## config.mk

```make
export PLATFORM = sky130hd
export DESIGN_NAME = mem_responder
export DESIGN_NICKNAME = d
export VERILOG_FILES = /design/src/rtl/mem_responder.sv
export SDC_FILE = /design/constraint.sdc
export NUM_CORES = 2
export LEC_CHECK = 0
export BUFFER_PORTS_ARGS = -buffer_cell sky130_fd_sc_hd__buf_4
export CORE_MARGIN = 4
export CORE_UTILIZATION = 45
export DETAILED_ROUTE_END_ITERATION = 6
export PLACE_DENSITY = 0.64
export SLEW_MARGIN = 10
export SYNTH_ARGS = -nofsm -noshare
export SYNTH_HDL_FRONTEND = slang
export SYNTH_SLANG_ARGS = --single-unit
```

## constraint.sdc

```tcl
create_clock -name clk -period 7 [get_ports clk]
set_clock_uncertainty 0.1 [all_clocks]
set_input_delay 1.05 -clock clk [delete_from_list [all_inputs] [get_ports clk]]
set_output_delay 1.05 -clock clk [all_outputs]
set_load 0.01 [all_outputs]
```

## src/rtl/mem_responder.sv

```systemverilog
// Multicycle memory responder: latches a request, waits LATENCY edges,
// performs a word access and answers with a one-cycle MemReady pulse.
module mem_responder #(
    parameter int WORDS   = 64,
    parameter int LATENCY = 2
) (
    input  logic        clk,
    input  logic        reset,
    input  logic        MemReq,
    input  logic        MemW,
    input  logic [31:0] Adr,
    input  logic [31:0] WriteData,
    output logic [31:0] ReadData,
    output logic        MemReady,
    output logic        MemErr,
    output logic        Busy
);
    localparam int AW = $clog2(WORDS);

    typedef enum logic [1:0] {IDLE, WAIT, RESP} state_t;

    state_t      state;
    logic [3:0]  cnt;
    logic        memw_q;
    logic [31:0] adr_q;
    logic [31:0] wdata_q;
    logic [31:0] mem [WORDS];

    logic [AW-1:0] idx;
    logic          bad;
    logic          fire;

    assign idx  = adr_q[AW+1:2];
    assign bad  = (adr_q[1:0] != 2'b00) || (adr_q[31:AW+2] != '0);
    assign fire = (state == WAIT) && (cnt == 4'd0);

    // Storage is deliberately outside the reset domain; reset forces
    // IDLE, so an aborted access can never reach this write.
    always_ff @(posedge clk) begin
        if (fire && memw_q && !bad)
            mem[idx] <= wdata_q;
    end

    always_ff @(posedge clk or posedge reset) begin
        if (reset) begin
            state    <= IDLE;
            cnt      <= 4'd0;
            memw_q   <= 1'b0;
            adr_q    <= 32'd0;
            wdata_q  <= 32'd0;
            ReadData <= 32'd0;
            MemReady <= 1'b0;
            MemErr   <= 1'b0;
            Busy     <= 1'b0;
        end else begin
            unique case (state)
                IDLE: begin
                    if (MemReq) begin
                        adr_q   <= Adr;
                        memw_q  <= MemW;
                        wdata_q <= WriteData;
                        cnt     <= 4'(LATENCY - 1);
                        state   <= WAIT;
                        Busy    <= 1'b1;
                    end
                end
                WAIT: begin
                    if (cnt != 4'd0) begin
                        cnt <= cnt - 4'd1;
                    end else begin
                        state    <= RESP;
                        MemReady <= 1'b1;
                        MemErr   <= bad;
                        if (!memw_q && !bad)
                            ReadData <= mem[idx];
                    end
                end
                RESP: begin
                    state    <= IDLE;
                    MemReady <= 1'b0;
                    MemErr   <= 1'b0;
                    Busy     <= 1'b0;
                end
                default: begin
                    state    <= IDLE;
                    MemReady <= 1'b0;
                    MemErr   <= 1'b0;
                    Busy     <= 1'b0;
                end
            endcase
        end
    end
endmodule
```

==> out/metrics.csv <==
metric,value,unit
insertion_delay,880,ps
hold_path.class,primary input to async pin,
synth_ff_type,edfxtp_1,
worst_slew_pin_slew,1440,ps
synthDistinctLibCells,66,
p_sw,15.3,mW
finalSetupTns,0,ps
rsz0062_at_grt,false,
io_pins,103,
antenna_found_initial,25,
post_cts_resized,0,
clk_pin_slew_worst_paths,60,ps
htree_levels,4,
status,finished with violations,
crit_path_start_kind,flop,
ant_nets,0,
finalCritPeriodShare,0.690,
cts_setup_buffers,0,
powerDensity,439,nW/µm²
synth-warning-count,0,
grt_pass1_wl,362000,µm
ys_seq_area_frac,0.776,
seq_power_share,0.426,
std_cell_rows,157,
slowest_delay,1080,ps
first_pass_iters,7,
final_common_cell,edfxtp_1,
via_count,46700,
drt-initial-drc-count,7818,
clock_power_share,0.263,
whs,127,ps
async_flop_share,0.0492,
nets,4623,
wl_per_cell,36.3,µm
die_area,191000,µm²
fin_crit,4830,ps
power_frac_comb,0.311,
utilization,0.511,
required,7590,ps
syn-instance-count,4397,
irDropWorstVdd,0.343,mV
initial_core_util,0.452,
cts_tree,built,
ys_seq_elements,2154,
worstSetupEndpointType,flop,
violations,DRC,
finalPower,41.0,mW
crit_fanout,86,
setup_viol,0,
cts-root-buf,clkbuf_16,
r2r_setup_slack,2170,ps
syn2layout_area_growth,13.2,%
cts_sinks,2154,
syn-num-nets,4466,
slowest_stage,nor4b_1,
cp_cell_sequence,buf_12 > buf_4 > mux4_2 > mux2i_1 > o22ai_1 > nor4b_1 > a21oi_1,
die_h,437,µm
cts_max_path_buffers,3,
power_leakage,29.5,nW
drive_gt1_frac,0.224,
arrival,5420,ps
core,183000,µm²
fmax,207,MHz
synth_area_per_cell,18.8,µm²
gp_congestion,0.983,
postCtsHoldBufs,0,
via_per_inst,6.48,
slew_headroom,0.0331,
drv_cap,0,
routed_wl,262000,µm
p_int,25.7,mW
p_sw_frac,0.373,
grt_util_all_layers,0.270,
die_w,437,µm
io_buffer_count,102,
fillers,14500,
grt_pass1_vias,44500,
synth_edf_count,2048,
regArea,64200,µm²
hold_violations,0,
drc,23,
report.final.slew_viol_count,0,
critPathKind,flop to flop,
multi_input_area,17600,µm²
grt_max_degree,97,
syn_area,82700,µm²
grt_overflow,0,
r2r_cells,7,
final_cell_mix,"edfxtp_1, mux2_2, buf_4",
dp_hpwl,154000,µm
cts_inserted_buffers,210,
[sequential cells by signal, summed over array words and instances, names as in the netlist]
signal / count
state: 2
Busy: 1
adr_q: 32
ReadData: 32
mem: 2048
MemReady: 1
memw_q: 1
wdata_q: 32
MemErr: 1
cnt: 4
[routing by layer]
layer  GRT usage  vias up  wire length, µm
li1            -    18600                -
met1       0.362    24100            95300
met2       0.396     3340           116000
met3      0.0761      634            32700
met4       0.154       16            17900
met5     0.00479        -              176
[stage by stage]
stage | worst slack (ps) | cells | instance area, µm²
after floorplan | 3060 | 4397 | 82700
after global placement | 2470 | 6801 | 86900
after detailed placement | 2440 | 6802 | 86900
after CTS | 2400 | 7195 | 93400
after global routing | 2120 | 7201 | 93500
final | 2170 | 7210 | 93500
[logic make-up after synthesis]
group | share of synthesized area
DFF | 0.776
and+or+nand+nor | 0.0197
xor gates and xnor gates | 0.000212
adders and majority gates | 0.000151
muxes | 0.0991
buffers and inverters | 0.0185
AOI/OAI and AO/OA | 0.0862
[worst max-delay path: cells and delay by family (launching register included)]
kind / cells / cell delay [ps]
multiplexers: 2 / 920
AND/OR/NAND/NOR: 1 / 1080
AO/OA/AOI/OAI: 2 / 500
flip-flops: 1 / 740
buffers and inverters: 2 / 1120
[power groups by stage]
stage	clock [mW]	sequential [mW]	combinational, mW
detailed placement	0	17.8	12.3
floorplan	0	17.5	6.26
global placement	0	17.7	12.2
CTS	10.9	17.5	12.3
global route	11.4	17.5	12.9
finish	10.8	17.5	12.8
[cell type report]
type / count / area share
Clock inverter: 116 / 0.0103
Clock buffer: 277 / 0.0596
Timing Repair Buffer: 250 / 0.0219
Multi-Input combinational cell: 1929 / 0.188
Sequential cell: 2154 / 0.687
Tap cell: 2464 / 0.0330
Inverter: 9 / 0.000495
Antenna cell: 11 / 0.000294
[synthesized netlist by cell type, drive strengths merged (12+ instances only)]
| cell | n | area share |
|---|---|---|
| edfxtp | 2048 | 0.74 |
| mux2 | 254 | 0.035 |
| mux2i | 213 | 0.026 |
| a221oi | 193 | 0.020 |
| a22oi | 192 | 0.017 |
| buf | 187 | 0.013 |
| nor2 | 165 | 0.0076 |
| mux4 | 142 | 0.039 |
| clkbuf | 118 | 0.0054 |
| o21ai | 108 | 0.0065 |
| dfrtp | 106 | 0.032 |
| a21oi | 97 | 0.0059 |
| nand2 | 96 | 0.0044 |
| o22ai | 96 | 0.0073 |
| a221o | 53 | 0.0064 |
| a22o | 44 | 0.0047 |
| a31oi | 30 | 0.0023 |
| a211oi | 20 | 0.0018 |
| o22a | 20 | 0.0021 |
| o2bb2ai | 20 | 0.0021 |
| nand3 | 16 | 0.00097 |
| o221ai | 16 | 0.0017 |
| o2111ai | 12 | 0.0013 |
[final timing paths]
path                            startpoint            to
worst max-delay path              adr_q[2]  ReadData[15]
worst min-delay path                 reset   wdata_q[23]
worst max register to register    adr_q[2]  ReadData[15]
worst min register to register    MemReady      MemReady
max in group asynchronous            reset      adr_q[4]
min in group clk                   Adr[10]     adr_q[10]
Power figures use the tool's default switching activity.
